`src/rtl/filt_boxcar_mc_pkg.sv`:
```
// Shared filter package: clog2 helper and width derivations reused across filt_* blocks.
//   filt_clog2(v)      ceil(log2(v)), 0 for v <= 1
//   filt_cw(nch)       channel tag width, at least 1
//   filt_lw(max_pow)   len_pow port width
//   filt_sw(dw, mp)    full-precision accumulator width
package filt_boxcar_mc_pkg;

    function automatic int filt_clog2(input int value);
        int result;
        result = 0;
        while ((1 << result) < value) begin
            result++;
        end
        return result;
    endfunction

    function automatic int filt_cw(input int num_channels);
        int w;
        w = filt_clog2(num_channels);
        return (w < 1) ? 1 : w;
    endfunction

    function automatic int filt_lw(input int max_power);
        return filt_clog2(max_power + 1);
    endfunction

    function automatic int filt_sw(input int data_width, input int max_power);
        return data_width + max_power;
    endfunction

endpackage

```
`src/rtl/filt_boxcar_mc_if.sv`:
```
// Sample/result bus of the multi-channel boxcar filter.
//   master: drives in_valid/in_chan/data_in, observes in_ready and the result strobe
//   slave : the filter side
interface filt_boxcar_mc_if
    import filt_boxcar_mc_pkg::*;
#(
    parameter int DATA_WIDTH   = 16,
    parameter int NUM_CHANNELS = 4
);
    localparam int CW = filt_cw(NUM_CHANNELS);

    logic                         in_valid;
    logic                         in_ready;
    logic [CW-1:0]                in_chan;
    logic signed [DATA_WIDTH-1:0] data_in;
    logic                         out_valid;
    logic [CW-1:0]                out_chan;
    logic signed [DATA_WIDTH-1:0] avg_out;
    logic                         out_primed;

    modport master (
        output in_valid, in_chan, data_in,
        input  in_ready, out_valid, out_chan, avg_out, out_primed
    );

    modport slave (
        input  in_valid, in_chan, data_in,
        output in_ready, out_valid, out_chan, avg_out, out_primed
    );

endinterface

```
`src/rtl/filt_dline_ram.sv`:
```
// Delay-line storage for all channels: simple dual-port distributed RAM, one write port and
// one read port with a registered (1-cycle) read. Reading the address being written returns
// the old contents, which the filter relies on when the window spans the whole line.
//   clk       clock
//   i_we      write enable
//   i_waddr   write address {chan, ptr}
//   i_wdata   write data
//   i_raddr   read address {chan, ptr}
//   o_rdata   read data, valid the cycle after i_raddr
module filt_dline_ram #(
    parameter int DATA_WIDTH = 16,
    parameter int ADDR_WIDTH = 7,
    parameter int DEPTH      = 128
) (
    input  logic                  clk,
    input  logic                  i_we,
    input  logic [ADDR_WIDTH-1:0] i_waddr,
    input  logic [DATA_WIDTH-1:0] i_wdata,
    input  logic [ADDR_WIDTH-1:0] i_raddr,
    output logic [DATA_WIDTH-1:0] o_rdata
);

    logic [DATA_WIDTH-1:0] r_mem [DEPTH];

    always_ff @(posedge clk) begin
        if (i_we) begin
            r_mem[i_waddr] <= i_wdata;
        end
        o_rdata <= r_mem[i_raddr];
    end

endmodule

```
`src/rtl/filt_boxcar_mc.sv`:
```
// Multi-channel moving-average (boxcar) filter with a power-of-two window.
//   clk, rst     clock, synchronous active-high reset
//   i_len_pow    window = 2**i_len_pow, clamped to MAX_POWER; a change flushes all channels
//   io_bus       sample in (valid/ready/chan/data) and result out (valid/chan/avg/primed)
// Pipeline: accept edge writes the delay line, bumps pointer/fill and issues the oldest-sample
// read; next edge updates the channel sum; the edge after registers the averaged result.
module filt_boxcar_mc
    import filt_boxcar_mc_pkg::*;
#(
    parameter int DATA_WIDTH   = 16,
    parameter int MAX_POWER    = 5,
    parameter int NUM_CHANNELS = 4
) (
    input  logic                          clk,
    input  logic                          rst,
    input  logic [filt_lw(MAX_POWER)-1:0] i_len_pow,
    filt_boxcar_mc_if.slave               io_bus
);

    localparam int CW = filt_cw(NUM_CHANNELS);
    localparam int LW = filt_lw(MAX_POWER);
    localparam int SW = filt_sw(DATA_WIDTH, MAX_POWER);
    localparam int PW = MAX_POWER;
    localparam int FW = MAX_POWER + 1;
    localparam int AW = CW + PW;
    localparam logic [FW-1:0] FILL_MAX = FW'(1) << MAX_POWER;

    // Per-channel state
    logic signed [SW-1:0] r_sum  [NUM_CHANNELS];
    logic [PW-1:0]        r_ptr  [NUM_CHANNELS];
    logic [FW-1:0]        r_fill [NUM_CHANNELS];

    logic [LW-1:0] r_len;
    logic          r_hold;

    logic                         r_s1_valid, r_s1_use_old, r_s1_primed;
    logic [CW-1:0]                r_s1_chan;
    logic signed [DATA_WIDTH-1:0] r_s1_data;
    logic [LW-1:0]                r_s1_len;

    logic                 r_s2_valid, r_s2_primed;
    logic [CW-1:0]        r_s2_chan;
    logic signed [SW-1:0] r_s2_sum;
    logic [LW-1:0]        r_s2_len;

    logic                         r_out_valid, r_out_primed;
    logic [CW-1:0]                r_out_chan;
    logic signed [DATA_WIDTH-1:0] r_out_avg;

    logic [LW-1:0]                w_len_new;
    logic                         w_len_chg, w_ready, w_acc;
    logic [FW-1:0]                w_win, w_fill_cur, w_fill_nxt;
    logic [PW-1:0]                w_ptr_cur, w_rd_ptr;
    logic signed [DATA_WIDTH-1:0] w_oldest;
    logic signed [SW-1:0]         w_s1_old, w_s1_sum;
    logic                         w_s2_neg;
    logic [SW-1:0]                w_s2_mag, w_s2_shr, w_s2_q;

    always_comb begin
        w_len_new = (i_len_pow > LW'(MAX_POWER)) ? LW'(MAX_POWER) : i_len_pow;
        w_len_chg = (w_len_new != r_len);
        w_ready   = ~rst & ~r_hold & ~w_len_chg;
        w_acc     = io_bus.in_valid & w_ready & (int'(io_bus.in_chan) < NUM_CHANNELS);
        w_win      = FW'(1) << r_len;
        w_fill_cur = r_fill[io_bus.in_chan];
        w_ptr_cur  = r_ptr[io_bus.in_chan];
        w_fill_nxt = (w_fill_cur == FILL_MAX) ? FILL_MAX : w_fill_cur + FW'(1);
        // Extra bit keeps a full-line window (2**MAX_POWER) from vanishing in PW bits.
        w_rd_ptr   = PW'({1'b0, w_ptr_cur} - w_win);
    end

    filt_dline_ram #(
        .DATA_WIDTH (DATA_WIDTH),
        .ADDR_WIDTH (AW),
        .DEPTH      (NUM_CHANNELS << MAX_POWER)
    ) u_dline (
        .clk     (clk),
        .i_we    (w_acc),
        .i_waddr ({io_bus.in_chan, w_ptr_cur}),
        .i_wdata (io_bus.data_in),
        .i_raddr ({io_bus.in_chan, w_rd_ptr}),
        .o_rdata (w_oldest)
    );

    // Sum read-modify-write completes in one cycle, so a back-to-back sample on the same
    // channel always sees the updated sum.
    always_comb begin
        w_s1_old = r_s1_use_old ? SW'(w_oldest) : '0;
        w_s1_sum = r_sum[r_s1_chan] + SW'(r_s1_data) - w_s1_old;
        // Truncate toward zero: shift the magnitude. -(-2**(SW-1)) wraps to the same bit
        // pattern, which is still the right unsigned magnitude.
        w_s2_neg = r_s2_sum[SW-1];
        w_s2_mag = w_s2_neg ? -r_s2_sum : r_s2_sum;
        w_s2_shr = w_s2_mag >> r_s2_len;
        w_s2_q   = w_s2_neg ? -w_s2_shr : w_s2_shr;
    end

    always_ff @(posedge clk) begin
        if (rst) begin
            r_len  <= '0;
            r_hold <= 1'b1;
        end else begin
            r_hold <= 1'b0;
            if (w_len_chg) begin
                r_len <= w_len_new;
            end
        end
    end

    // A flush clears sums after the in-flight sample's write, so it wins over that write;
    // the in-flight result itself still leaves the pipeline with the old window.
    always_ff @(posedge clk) begin
        if (rst) begin
            for (int c = 0; c < NUM_CHANNELS; c++) begin
                r_sum[c]  <= '0;
                r_ptr[c]  <= '0;
                r_fill[c] <= '0;
            end
        end else begin
            if (w_acc) begin
                r_ptr[io_bus.in_chan]  <= w_ptr_cur + PW'(1);
                r_fill[io_bus.in_chan] <= w_fill_nxt;
            end
            if (r_s1_valid) begin
                r_sum[r_s1_chan] <= w_s1_sum;
            end
            if (w_len_chg) begin
                for (int c = 0; c < NUM_CHANNELS; c++) begin
                    r_sum[c]  <= '0;
                    r_fill[c] <= '0;
                end
            end
        end
    end

    always_ff @(posedge clk) begin
        if (rst) begin
            r_s1_valid   <= 1'b0;
            r_s1_use_old <= 1'b0;
            r_s1_primed  <= 1'b0;
            r_s1_chan    <= '0;
            r_s1_data    <= '0;
            r_s1_len     <= '0;
            r_s2_valid   <= 1'b0;
            r_s2_primed  <= 1'b0;
            r_s2_chan    <= '0;
            r_s2_sum     <= '0;
            r_s2_len     <= '0;
            r_out_valid  <= 1'b0;
            r_out_primed <= 1'b0;
            r_out_chan   <= '0;
            r_out_avg    <= '0;
        end else begin
            r_s1_valid <= w_acc;
            if (w_acc) begin
                r_s1_chan    <= io_bus.in_chan;
                r_s1_data    <= io_bus.data_in;
                r_s1_use_old <= (w_fill_cur >= w_win);
                r_s1_primed  <= (w_fill_nxt >= w_win);
                r_s1_len     <= r_len;
            end
            r_s2_valid <= r_s1_valid;
            if (r_s1_valid) begin
                r_s2_chan   <= r_s1_chan;
                r_s2_sum    <= w_s1_sum;
                r_s2_primed <= r_s1_primed;
                r_s2_len    <= r_s1_len;
            end
            r_out_valid <= r_s2_valid;
            if (r_s2_valid) begin
                r_out_chan   <= r_s2_chan;
                r_out_avg    <= DATA_WIDTH'(w_s2_q);
                r_out_primed <= r_s2_primed;
            end
        end
    end

    assign io_bus.in_ready   = w_ready;
    assign io_bus.out_valid  = r_out_valid;
    assign io_bus.out_chan   = r_out_chan;
    assign io_bus.avg_out    = r_out_avg;
    assign io_bus.out_primed = r_out_primed;

endmodule

```
`src/flat_wrapper.sv`:
```
// flat-port wrapper written by rule: the top's interface ports become plain ports
module filt_boxcar_mc_flat import filt_boxcar_mc_pkg::*;
#(
    parameter int DATA_WIDTH   = 16,
    parameter int MAX_POWER    = 5,
    parameter int NUM_CHANNELS = 4
)
  (clk, rst, i_len_pow, io_bus_in_valid, io_bus_in_chan, io_bus_data_in, io_bus_in_ready, io_bus_out_valid, io_bus_out_chan, io_bus_avg_out, io_bus_out_primed);
  filt_boxcar_mc_if #(.DATA_WIDTH(DATA_WIDTH), .NUM_CHANNELS(NUM_CHANNELS)) io_bus_i ();
  input  logic clk;
  input  logic rst;
  input  logic [filt_lw(MAX_POWER)-1:0] i_len_pow;
  input wire logic [$bits(io_bus_i.in_valid)-1:0] io_bus_in_valid;
  input wire logic [$bits(io_bus_i.in_chan)-1:0] io_bus_in_chan;
  input wire logic [$bits(io_bus_i.data_in)-1:0] io_bus_data_in;
  output wire logic [$bits(io_bus_i.in_ready)-1:0] io_bus_in_ready;
  output wire logic [$bits(io_bus_i.out_valid)-1:0] io_bus_out_valid;
  output wire logic [$bits(io_bus_i.out_chan)-1:0] io_bus_out_chan;
  output wire logic [$bits(io_bus_i.avg_out)-1:0] io_bus_avg_out;
  output wire logic [$bits(io_bus_i.out_primed)-1:0] io_bus_out_primed;
  assign io_bus_i.in_valid = io_bus_in_valid;
  assign io_bus_i.in_chan = io_bus_in_chan;
  assign io_bus_i.data_in = io_bus_data_in;
  assign io_bus_in_ready = io_bus_i.in_ready;
  assign io_bus_out_valid = io_bus_i.out_valid;
  assign io_bus_out_chan = io_bus_i.out_chan;
  assign io_bus_avg_out = io_bus_i.avg_out;
  assign io_bus_out_primed = io_bus_i.out_primed;
  filt_boxcar_mc #(.DATA_WIDTH(DATA_WIDTH), .MAX_POWER(MAX_POWER), .NUM_CHANNELS(NUM_CHANNELS)) u_core (.clk(clk), .rst(rst), .i_len_pow(i_len_pow), .io_bus(io_bus_i));
endmodule
```
`config.mk`:
```
export PLATFORM = sky130hd
export DESIGN_NAME = filt_boxcar_mc_flat
export DESIGN_NICKNAME = d
export VERILOG_FILES = /design/src/rtl/filt_boxcar_mc_pkg.sv /design/src/rtl/filt_boxcar_mc_if.sv /design/src/rtl/filt_dline_ram.sv /design/src/rtl/filt_boxcar_mc.sv /design/src/flat_wrapper.sv
export SDC_FILE = /design/constraint.sdc
export NUM_CORES = 2
export LEC_CHECK = 0
export ABC_AREA = 1
export BUFFER_PORTS_ARGS = -buffer_cell sky130_fd_sc_hd__buf_4
export CAP_MARGIN = 20
export CELL_PAD_IN_SITES_DETAIL_PLACEMENT = 0
export CELL_PAD_IN_SITES_GLOBAL_PLACEMENT = 1
export CORE_MARGIN = 5
export CORE_UTILIZATION = 52
export CTS_CLUSTER_DIAMETER = 120
export DETAILED_ROUTE_END_ITERATION = 8
export GPL_TIMING_DRIVEN = 0
export PLACE_DENSITY = 0.78
export SLEW_MARGIN = 10
export SYNTH_ARGS = -nofsm -noshare
export SYNTH_HDL_FRONTEND = slang
export SYNTH_SLANG_ARGS = --single-unit
```
`constraint.sdc`:
```
create_clock -name clk -period 5.4 [get_ports clk]
set_clock_uncertainty 0.1 [all_clocks]
set_input_delay 0.81 -clock clk [delete_from_list [all_inputs] [get_ports clk]]
set_output_delay 0.81 -clock clk [all_outputs]
set_load 0.01 [all_outputs]
```
==> results.md <==
- Worst slew margin: 18.7%
- Antenna violations before repair: 7
- Ratio of final minimum period to clock period: 99.9%
- Reg2Reg Depth: 16
- Global-route wire length before repair: 420 mm
- CTS Buffer Depth: 3
- WHS: 109 ps
- Post-route cell area: 0.107 sq mm
- Placed Instances: 10358
- Crit path required time: 6020 ps
- Crit-path max FO: 10
- Worst R2R End: u_core.u_dline.o_rdata[15]
- Gr usage total: 30.8%
- Routability cong.: 0.943
- Yosys warnings: 0
- Max Fclk: 185 MHz
- WL final: 295 mm
- Buffer count from post-CTS setup fixing: 0
- Run status: finished clean
- Syn Std Cell Area: 0.0937 sq mm
- Vias/cell: 6.06
- Worst hold path endpoint: u_core.r_len[0]
- Synth Area per Inst: 11.9 sq um
- Leakage: 0.0365 uW
- Starting Density: 52.4%
- FILL cells: 14340
- Min-Delay Path Depth: 3
- Vias in the first global route: 61914
- Drt initial violations: 9017
- Dpl cell area: 0.0992 sq mm
- Area Overhead vs Synth: 13.7%
- Sequential share of the synthesized area: 71.7%
- Largest cells by area after synthesis: edfxtp_1 (70%), o21ai_0 (6.0%), nor2_1 (5.9%), nand2_1 (4.3%), o22ai_1 (3.4%)
- # rows: 155
- Worst-margin pin slew: 1220 ps
- Final Hold Viols: 0
- Detailed Place HPWL: 200 mm
- Peak supply drop: 0.322 mV
- Worst setup SP type: input pin
- DRT antenna net count: 0
- Min-delay src: i_len_pow[0]
- PnR worst setup slack: 6.28 ps
- CTS buffer count: 225
- H-tree depth: 4
- Top-area cell type share of the netlist area: 69.7%
- Slew Viols, Final: 0
- Crit path kind: in -> reg
- Syn Inst Count: 7853
- Area of the core: 0.179 sq mm
- Shortest period the worst path allows: 5390 ps
- Share of cells above drive strength 1: 9.51%
- Fin nets: 8321
- Critical path endpoint category: flop
- Remaining DRCs: 0
- CP Data Arrival Time: 6010 ps
- Drt first pass iters: 8
- Type of the most critical hold path: in -> reg
- #FFs+latches synth: 2270
- Crit. Startpoint: io_bus_in_chan[1]
- Global route total overflow: 0
- R2R Path Start: u_core.r_ptr[1][1]
- Die ar.: 0.189 sq mm
- Largest net degree at the start of global routing: 85
- RSZ-0062 raised after global routing: no
- Place WS: -1430 ps
- Sink Count: 2270
- # IOs: 45
- DIE HEIGHT: 435 microns
- Worst skew pair latency: 890 ps
- # setup viols final: 0
- Total number of vias: 65316
- # port buffers: 44
- CTS tree: yes
- Number of max-cap violations: 0
- Fin cells: 10785
- Yosys cell types: 48
- Power per cell area: 416 mW/mm^2
- CTS root buffer: clkbuf_16
- Die width: 435 microns
- Clock slew at reported path FFs: 70 ps
- Routed WL per cell: 27.3 microns
- R2R setup slack: 150 ps
- Post-synth net total: 7940
- Most area-hungry cell type in the Yosys netlist: edfxtp_1
cells by family after synthesis:
kind of cell    share of synthesized area, %
fa+ha+maj                               1.01
simple gates                            11.4
compound gates                          11.0
mux                                     1.54
buf+inv                                 3.00
flops                                   71.7
xor+xnor                               0.344
Yosys cell counts (all sizes together):
master / number
o211ai: 16
fa: 21
inv: 209
edfxtp: 2176
a32o: 19
xor2: 26
o311ai: 1
and2: 8
nor2: 1477
nor4: 2
nand3: 167
xnor2: 10
a21o: 1
o21a: 7
nand4: 9
o31ai: 1
dfxtp: 94
a22oi: 18
mux2: 128
a22o: 2
clkbuf: 425
o22ai: 514
clkinv: 4
o21ai: 1161
a21boi: 3
a31oi: 1
nor3: 9
a21oi: 100
buf: 85
nor3b: 1
or2: 1
o21bai: 3
nand3b: 4
o2111ai: 16
ha: 42
a221oi: 3
nand2: 1089
layout by cell type, fill, tap and decap left out, types with 42 or more instances in the layout:
cell type / instances
buf_8: 62
ha_1: 42
clkbuf_16: 226
mux2_2: 128
o22ai_1: 514
nor2_1: 1351
edfxtp_1: 2176
nand2_1: 1086
dfxtp_1: 94
a21oi_1: 100
clkinv_1: 55
nor2_2: 126
o21ai_0: 1120
clkbuf_1: 457
inv_1: 202
nand3_1: 166
flip-flops by register name (all words and copies together) (netlist names), 2 cells and up, named ones only:
name / flops
u_core.r_s2_sum: 21
u_core.r_fill: 24
u_core.io_bus.out_chan: 2
u_core.r_s1_len: 3
u_core.r_s2_len: 3
u_core.r_ptr: 20
u_core.r_s1_data: 16
u_core.io_bus.avg_out: 16
u_core.r_len: 3
u_core.r_sum: 84
u_core.u_dline.o_rdata: 16
u_core.r_s1_chan: 2
u_core.r_s2_chan: 2
u_core.u_dline.r_mem: 2048
where the power goes:
part	switching (uW)	internal [uW]	total (uW)
combinational	6890	2490	9380
clock	6810	8770	15600
sequential	49.3	19400	19400
worst max-delay path, stage by stage:
cell and delay, ps:
buf_4 140, inv_2 70, nor2_1 420, a22oi_1 120
and2_1 200, ha_1 260, buf_2 440, buf_4 390
inv_2 120, buf_2 380, buf_2 400, clkbuf_2 410
o21ai_0 260, o22ai_1 130, nand2_1 120, nand2_1 110
mux2_2 310, o21ai_0 630, o2111ai_1 240
routing by layer:
layer,wire (microns),global-route usage (%),vias up
met4,12700,11.9,2
met5,13,0,-
li1,-,-,29049
met1,118000,43.1,32239
met3,30500,6.65,591
met2,133000,47.7,3435
how the worst max path moves through the flow:
stage	to	slack (ps)	cells past startpoint
floorplan	u_core.u_dline.o_rdata[10]	1530	17
finish	u_core.u_dline.o_rdata[11]	6	19
detailed placement	u_core.u_dline.o_rdata[1]	-1430	19
global placement	u_core.u_dline.o_rdata[2]	-1690	17
global route	u_core.u_dline.o_rdata[7]	20	18
CTS	u_core.u_dline.o_rdata[15]	20	17
metrics by stage:
| stage | utilization [%] | total power [uW] | setup TNS [ps] |
|---|---|---|---|
| after floorplan | - | 24700 | 0 |
| after global placement | 54.3 | 28700 | -960940 |
| after detailed placement | 55.5 | 28900 | -61400 |
| after CTS | 59.6 | 44200 | 0 |
| after global routing | 59.6 | 45700 | 0 |
| final | 59.6 | 44400 | 0 |
timing repair:
action                     4_1_cts  5_1_grt
hold endpoints to repair         1        0
hold buffers                     1        0
resized for setup               16       30
setup endpoints to repair       16       18
final cells by class:
type | instances | area (sq um) | share of cell area, %
flip-flops and latches | 2270 | 67200 | 63.1
inverters | 213 | 802 | 0.752
clock inverters | 125 | 1370 | 1.28
diodes | 5 | 12.5 | 0.0117
plain buffers | 509 | 2050 | 1.92
well taps | 2355 | 2950 | 2.76
multi-input cells | 4860 | 24000 | 22.5
clock buffers | 293 | 5960 | 5.59
repair buffers | 155 | 2230 | 2.09
Power figures use the tool's default switching activity.
